`src/rtl/creek_ctrl_regs.sv`:
```
// rtl/creek_ctrl_regs.sv - Avalon-MM control/status registers for an array of creek cores
//
// Per core: a pause_n run level, a resume pulse of RESUME_CYCLES clocks,
// a synchronised waiting status and a sticky waiting-rise event that can
// raise a level interrupt.
//
// Ports:
//   clk           system clock
//   reset_n       asynchronous active-low reset
//   avl_address   word address (0 CTRL, 1 RESUME, 2 STATUS, 3 EVENT, 4 IRQ_EN, 5 INFO)
//   avl_writedata write data
//   avl_write     write strobe
//   avl_read      read strobe
//   avl_readdata  read data, valid the cycle after avl_read, held otherwise
//   pause_n       per-core run enable (0 = paused)
//   resume        per-core resume pulse
//   waiting       per-core waiting flag, may be asynchronous to clk
//   irq           level interrupt, |(EVENT & IRQ_EN) registered

module creek_ctrl_regs #(
    parameter int unsigned NUM_CORES     = 4,
    parameter int unsigned RESUME_CYCLES = 1,
    parameter int unsigned SYNC_STAGES   = 2,
    parameter logic [7:0]  VERSION       = 8'h02
) (
    input  logic                 clk,
    input  logic                 reset_n,
    input  logic [2:0]           avl_address,
    input  logic [31:0]          avl_writedata,
    input  logic                 avl_write,
    input  logic                 avl_read,
    output logic [31:0]          avl_readdata,
    output logic [NUM_CORES-1:0] pause_n,
    output logic [NUM_CORES-1:0] resume,
    input  logic [NUM_CORES-1:0] waiting,
    output logic                 irq
);

    localparam int unsigned CW        = $clog2(RESUME_CYCLES + 1);
    localparam logic [CW-1:0] CNT_LOAD = CW'(RESUME_CYCLES);
    localparam logic [7:0]  NCORES8   = 8'(NUM_CORES);

    localparam logic [2:0] A_CTRL   = 3'd0;
    localparam logic [2:0] A_RESUME = 3'd1;
    localparam logic [2:0] A_STATUS = 3'd2;
    localparam logic [2:0] A_EVENT  = 3'd3;
    localparam logic [2:0] A_IRQEN  = 3'd4;
    localparam logic [2:0] A_INFO   = 3'd5;

    logic [NUM_CORES-1:0]                  ctrl_q;
    logic [NUM_CORES-1:0]                  event_q;
    logic [NUM_CORES-1:0]                  irq_en_q;
    logic [NUM_CORES-1:0]                  prev_q;
    logic [SYNC_STAGES-1:0][NUM_CORES-1:0] sync_q;
    logic [CW-1:0]                         cnt_q [NUM_CORES];

    logic [NUM_CORES-1:0] wdata;
    logic [NUM_CORES-1:0] sync_w;
    logic [NUM_CORES-1:0] rise;
    logic [NUM_CORES-1:0] ev_clr;
    logic [31:0]          rdata;
    logic                 wr_ctrl, wr_resume, wr_event, wr_irqen;
    logic                 unused_wdata;

    // Upper write-data bits beyond the core count are deliberately ignored.
    assign unused_wdata = ^avl_writedata;
    assign wdata        = avl_writedata[NUM_CORES-1:0];

    assign wr_ctrl   = avl_write && (avl_address == A_CTRL);
    assign wr_resume = avl_write && (avl_address == A_RESUME);
    assign wr_event  = avl_write && (avl_address == A_EVENT);
    assign wr_irqen  = avl_write && (avl_address == A_IRQEN);

    assign sync_w = sync_q[SYNC_STAGES-1];
    assign rise   = sync_w & ~prev_q;
    assign ev_clr = wr_event ? wdata : '0;

    assign pause_n = ctrl_q;

    always_comb begin
        rdata = 32'd0;
        case (avl_address)
            A_CTRL:   rdata = 32'(ctrl_q);
            A_RESUME: rdata = 32'(resume);
            A_STATUS: rdata = 32'(sync_w);
            A_EVENT:  rdata = 32'(event_q);
            A_IRQEN:  rdata = 32'(irq_en_q);
            A_INFO:   rdata = {16'd0, NCORES8, VERSION};
            default:  rdata = 32'd0;
        endcase
    end

    always_ff @(posedge clk or negedge reset_n) begin
        if (!reset_n) begin
            ctrl_q       <= '0;
            event_q      <= '0;
            irq_en_q     <= '0;
            prev_q       <= '0;
            sync_q       <= '0;
            resume       <= '0;
            irq          <= 1'b0;
            avl_readdata <= 32'd0;
            for (int i = 0; i < NUM_CORES; i++) begin
                cnt_q[i] <= '0;
            end
        end else begin
            if (wr_ctrl)  ctrl_q   <= wdata;
            if (wr_irqen) irq_en_q <= wdata;

            sync_q[0] <= waiting;
            for (int s = 1; s < SYNC_STAGES; s++) begin
                sync_q[s] <= sync_q[s-1];
            end
            prev_q <= sync_w;

            // A rise in the same cycle as a clear keeps the event set.
            event_q <= (event_q & ~ev_clr) | rise;

            // Uses the pre-edge EVENT/IRQ_EN, so irq lags them by one cycle.
            irq <= |(event_q & irq_en_q);

            // resume follows the pre-edge counter: it rises the cycle after the
            // load and stays high for exactly RESUME_CYCLES cycles. A reload
            // while busy extends the pulse without a gap.
            for (int i = 0; i < NUM_CORES; i++) begin
                resume[i] <= (cnt_q[i] != '0);
                if (wr_resume && wdata[i]) begin
                    cnt_q[i] <= CNT_LOAD;
                end else if (cnt_q[i] != '0) begin
                    cnt_q[i] <= cnt_q[i] - 1'b1;
                end
            end

            if (avl_read) avl_readdata <= rdata;
        end
    end

endmodule

```
`config.mk`:
```
export PLATFORM = sky130hd
export DESIGN_NAME = creek_ctrl_regs
export DESIGN_NICKNAME = d
export VERILOG_FILES = /design/src/rtl/creek_ctrl_regs.sv
export SDC_FILE = /design/constraint.sdc
export NUM_CORES = 1
export LEC_CHECK = 0
export CAP_MARGIN = 5
export CORE_MARGIN = 8
export CORE_UTILIZATION = 39
export CTS_CLUSTER_SIZE = 25
export DETAILED_ROUTE_END_ITERATION = 8
export PLACE_DENSITY_LB_ADDON = 0.08
export SLEW_MARGIN = 25
export SYNTH_ARGS = -nofsm -noshare
export SYNTH_HDL_FRONTEND = slang
export SYNTH_SLANG_ARGS = --single-unit
```
`constraint.sdc`:
```
create_clock -name clk -period 1.3 [get_ports clk]
set_input_delay 0.39 -clock clk [delete_from_list [all_inputs] [get_ports clk]]
set_output_delay 0.39 -clock clk [all_outputs]
set_load 0.02 [all_outputs]
```
==> results <==
-- registers in the layout, summed over array words and instances (netlist names) --
register      flops
pause_n           4
event_q           4
sync_q            4
prev_q            4
sync_w            4
resume            4
cnt_q             4
irq_en_q          4
irq               1
avl_readdata      5
-- power by group --
group          internal [mW]  switching (mW)
Combinational          0.258           0.303
Sequential              1.29          0.0656
Clock                  0.426           0.414
-- worst paths after layout --
path / end / depth (start not counted) / from
worst max-delay path: pause_n[3] / 5 / avl_address[1]
worst min-delay path: sync_w[1] / 0 / sync_q[1]
worst max register to register: avl_readdata[1] / 5 / resume[1]
worst min register to register: sync_w[1] / 0 / sync_q[1]
max in group asynchronous: event_q[1] / 2 / reset_n
min in group asynchronous: cnt_q[1] / 2 / reset_n
-- kinds of logic after synthesis --
logic type	synth area share, %
compound gates	6.964
buf+inv	14.69
flops	57.53
mux	8.630
other cells	0.2269
simple gates	11.96
-- repair_timing --
item                                   4_1_cts  5_1_grt
buffers inserted                             1        1
endpoints found under the hold margin        0        0
gates cloned                                 1        0
resized for setup                           71        4
pin swaps                                    2        1
setup endpoints to repair                   34        6
-- final cells by class --
class | count | share of cell area, %
multi-input combinational | 97 | 27.70
sequential | 38 | 44.42
tap | 50 | 2.922
inverter | 5 | 0.8767
clock buffer | 6 | 3.857
timing repair buffer | 50 | 19.64
clock inverter | 2 | 0.5845
-- layout by cell type, fill, tap and decap left out, types with 2 or more instances in the layout --
cell	netlist	final
a211oi_1	3	2
nand2_1	12	12
buf_4	28	17
nand3b_1	5	5
clkbuf_8	0	6
dfrtp_1	38	38
mux2_2	10	7
nand2b_1	4	3
a22oi_1	2	2
mux2i_1	3	3
buf_12	0	2
inv_1	5	5
clkdlybuf4s50_1	0	10
and2_1	4	4
conb_1	1	27
buf_2	2	15
a21oi_1	7	7
o21ai_0	6	5
mux2_4	0	3
dlygate4sd2_1	0	2
buf_6	0	2
nor3_2	2	2
nor2_1	8	8
-- metal layers --
layer | up-vias | global-route usage, % | part of all wire [%]
met5 | - | 0 | 0
met1 | 523 | 11.68 | 41
li1 | 530 | - | -
met2 | 43 | 17.32 | 46
met3 | 6 | 4.525 | 11
met4 | 0 | 4.286 | 1.6
-- through the flow --
| step | hold slack (ps) | utilization (%) |
|---|---|---|
| after global routing | 357.3 | 53.14 |
| after global placement | 332.6 | 50.71 |
| after detailed placement | 334.7 | 50.71 |
| after CTS | 351.6 | 53.14 |
| final | 350.2 | 53.14 |
| after floorplan | 94.41 | - |
==> impl_metrics.env <==
export IMPL_cts_tree="done"
export IMPL_path_cells="dlygate4sd2_1 -> buf_4 -> nor3_4 -> buf_6 -> mux2_4"
export IMPL_synth_cell_type_count=22
export IMPL_coreArea_sq_um=4029
export IMPL_cts_htree_levels=2
export IMPL_vias_per_cell=4.444
export IMPL_crit_type="in2reg"
export IMPL_synth_common_cells="38 x dfrtp_1, 28 x buf_4, 12 x nand2_1"
export IMPL_yosysWarnings=0
export IMPL_synth_edf_count=0
export IMPL_setup_violations=0
export IMPL_syn_to_final_growth_pct=29.52
export IMPL_synth_seq_cells=38
export IMPL_reg2reg_slack_ps=150
export IMPL_dp_hpwl_mm=2.461
export IMPL_seq_area_frac_synth_pct=57.53
export IMPL_cp_max_fo=3
export IMPL_cpPeakStageDelay_ps=290
export IMPL_cpMaxStageDelayCell="mux2_4"
export IMPL_yosysTopAreaCell="dfrtp_1"
export IMPL_die_area_sq_um=6577
export IMPL_max_cap_viol_count=0
export IMPL_cts_buffers=5
export IMPL_cts_clk_slew_worst_paths_ps=70
export IMPL_clock_sinks=38
export IMPL_grt_setup_unrepaired="false"
export IMPL_hold_buffers=0
export IMPL_fin_area_sq_um=2141
export IMPL_dp_slack_ps=-518.2
export IMPL_cp_end_kind="flop"
export IMPL_wl_per_cell_um=13.64
export IMPL_final_period_utilization_pct=97.94
export IMPL_fin_skew_ps=6.744
export IMPL_io_buffers=28
export IMPL_clock_latency_ps=290
export IMPL_p_per_area_nw_per_um2=1287
export IMPL_synth_area_top_cells="dfrtp_1 58%, buf_4 13%, mux2_2 6.8%"
export IMPL_n_fill_cell=370
export IMPL_power_mw=2.755
export IMPL_grtUsageTotal_pct=10.50
export IMPL_max_clock_freq_mhz=785.4
export IMPL_cp_data_arrival_time_ps=1450
export IMPL_synth_top_area_share_pct=57.53
export IMPL_gp_congestion=0.7839
export IMPL_async_reset_ff_share_pct=100.0
export IMPL_dp_cells=237
export IMPL_syn_inst=145
export IMPL_hold_class="reg2reg"
export IMPL_status="finished, final reports clean"
export IMPL_cp_num_buf_inv=3
export IMPL_grt_overflow_total=0
export IMPL_hold_violations=0
export IMPL_final_max_slew_viol_count=0
export IMPL_fin_ws_ps=26.78
export IMPL_postSynthAreaPerCell_sq_um=11.40
export IMPL_cts_path_max_buffers=2
export IMPL_instances_no_fill=248
export IMPL_setup_tns_final_ps=0
export IMPL_grt_max_degree=39
export IMPL_diodes=0
export IMPL_synth_flop_cell="dfrtp_1"
export IMPL_multi_input_comb_area_sq_um=593.1
export IMPL_cp_data_required_time_ps=1480
export IMPL_nets=240
export IMPL_vias=1102
export IMPL_regArea_sq_um=950.9
export IMPL_period_needed_ps=1273
export IMPL_ant_nets=0
export IMPL_yosysMostFrequentCell="dfrtp_1"
export IMPL_cellLeakagePower_nw=1.060
export IMPL_start_util_pct=41.02
export IMPL_drive_gt1_share_pct=31.31
export IMPL_synth_area_sq_um=1653
export IMPL_ir_drop_v=0.0007715
export IMPL_ios=84
export IMPL_antenna_found_initial=0
export IMPL_crit_family="buffers and inverters"
export IMPL_grt_first_pass_wirelength_mm=5.244
export IMPL_cts_root_buf="clkbuf_8"
export IMPL_drtIter0Drc=50
export IMPL_rows=23
export IMPL_start_kind="primary input"
export IMPL_place_area_sq_um=2043
export IMPL_die_h_um=81.10
export IMPL_fp_dieW_um=81.10
export IMPL_grt_pass1_vias=1103
export IMPL_drc_errors=0
export IMPL_drt_pass1_iter_count=4
export IMPL_routed_wl_mm=3.382
Power figures use the tool's default switching activity.
==> RTL change, RTL diff (same settings) <==
Make the reset (`reset_n`) synchronous in one clocked block. Comments in the files are not updated.
--- a/src/rtl/creek_ctrl_regs.sv
+++ b/src/rtl/creek_ctrl_regs.sv
@@ -91,5 +91,5 @@
     end
 
-    always_ff @(posedge clk or negedge reset_n) begin
+    always_ff @(posedge clk) begin
         if (!reset_n) begin
             ctrl_q       <= '0;
Check against the original RTL: differs if reset_n is asserted again (counterexample within 4 cycles, from zero or initial values and one cycle with reset_n low); with reset_n held inactive, the same outputs for 10 cycles.
==> RTL change against the original RTL <==
  * Cell count grew 13%
  * Cell area is 2.7% lower
  * Synthesized area grew 2.4%
  * Global-route usage is 1.4 points higher
  * Via count rose by 16%
  * Clock skew down 3.8 ps
  * Critical path depth is 4 lower
  * Sequential share of layout area is 7.4 points lower
  * Sequential cell count stayed put
  * Power down 14%
  * Fmax grew 2.3%
  * Worst setup slack gained 29 ps
  * Highest routed layer unchanged
  * Largest power group unchanged
  * Routed wire length is 11% higher
  * Critical path type is now flip-flop to primary output
==> RTL change: results <==
grt:
  grt_first_pass_wirelength_um: 6010
  grt_max_degree: 15
  first_global_vias: 1253
  grt.total_usage_pct: 11.9
logic_synthesis:
  synth-edff-count: 1
  netlist-cell-type-count: 30
  post_synth.cell_area_avg_um2: 9.51
  synth.top_cells.by_count: "sky130_fd_sc_hd__dfxtp_1, sky130_fd_sc_hd__buf_4, sky130_fd_sc_hd__and2_1"
  synthesis.yosys.warnings: 0
  seq_area_frac_synth_pct: 45.5
  synth-adder-area-share_pct: 0
  area_fraction_in_compound_gates_after_synthesis_pct: 9.98
  post_synth_xor_area_fraction_pct: 0
  synth.area.top_cells: "sky130_fd_sc_hd__dfxtp_1, sky130_fd_sc_hd__buf_4, sky130_fd_sc_hd__and2_1, sky130_fd_sc_hd__mux2i_1, sky130_fd_sc_hd__nor2_1"
  synth.area.mux_share_pct: 7.32
  postSynth.topFlopCell: "sky130_fd_sc_hd__dfxtp_1"
  async_reset_ff_share_pct: 0
placed_design:
  placement.cell_area_mm2: 0.00204
  pre_cts_ws_ps: -577
  detailed_place_hpwl_um: 3010
  globalplace.congestion: 0.853
  post-place-cells: 270
  portBuffers: 28
detailed_routing:
  wl_met3_um: 300
  met2_length_um: 1790
  vias_per_cell: 4.56
  detail_route.wirelength.met1_um: 1600
  drt-initial-drc-count: 48
  wl_per_cell_um: 13.5
  detail_route.wirelength_um: 3770
power_and_ir_drop:
  power_leakage_nw: 0.938
  clock_share_of_power_pct: 34.8
  ir_worst_vdd_mv: 0.759
  power_report.internal_total_w: 0.00176
  p_switching_w: 0.000615
  power_sequential_w: 0.00123
worst_setup_path:
  r2r_start: "resume[0]"
  worstRegToRegCells: 4
  slowest_stage: "sky130_fd_sc_hd__dfxtp_1"
  crit_arrival_ps: 850
  worstSetupStartpoint: "irq"
  worstReg2RegEnd: "avl_readdata[0]"
  slowest_stage_delay_on_critical_path_ps: 310
  r2r_slack_ps: 190
  crit_path_end: "irq"
  cp_max_fo: 1
  crit_family: "flip-flops"
final_layout:
  largest-register: "avl_readdata"
  max_reg_flops: 5
  nFillCells: 424
  drive_above_1_share_pct: 22.8
worst_hold_path:
  timing.hold.worst.class: "flip-flop to flip-flop"
clock_network:
  clkSlewWorstSetupHoldPaths_ps: 70
  post_cts_resized: 55
  cts_hold_repair.buffers: 0
  postCtsSetupBuffers: 2
timing:
  maxClockFrequency_mhz: 804
  worst_clock_skew_ps: 2.94
run_status:
  run_status: "finished clean"
## RTL change: layer usage
| metal | vias up | global-route usage (%) |
|---|---|---|
| met5 | - | 0 |
| met4 | 0 | 5.79 |
| met3 | 6 | 3.94 |
| met2 | 41 | 20.0 |
| met1 | 592 | 13.3 |
| li1 | 638 | - |
## RTL change: how the worst min path moves through the flow
stage | end | startpoint | depth (start not counted) | slack, ps
global placement | sync_w[1] | sync_q[1] | 1 | 420
detailed placement | sync_w[2] | sync_q[2] | 1 | 420
global route | sync_w[1] | sync_q[1] | 1 | 450
floorplan | resume[0] | cnt_q[0] | 1 | 410
finish | sync_w[2] | sync_q[2] | 1 | 440
CTS | sync_w[2] | sync_q[2] | 1 | 430
## RTL change: cell type report
class                      count  area, µm²  area share (%)
sequential                    38        771            37.0
multi-input combinational    128        756            36.3
timing repair buffer          51        388            18.6
clock buffer                   7       86.3            4.15
tap                           52       65.1            3.12
inverter                       3       11.3           0.541
clock inverter                 1       5.00           0.240
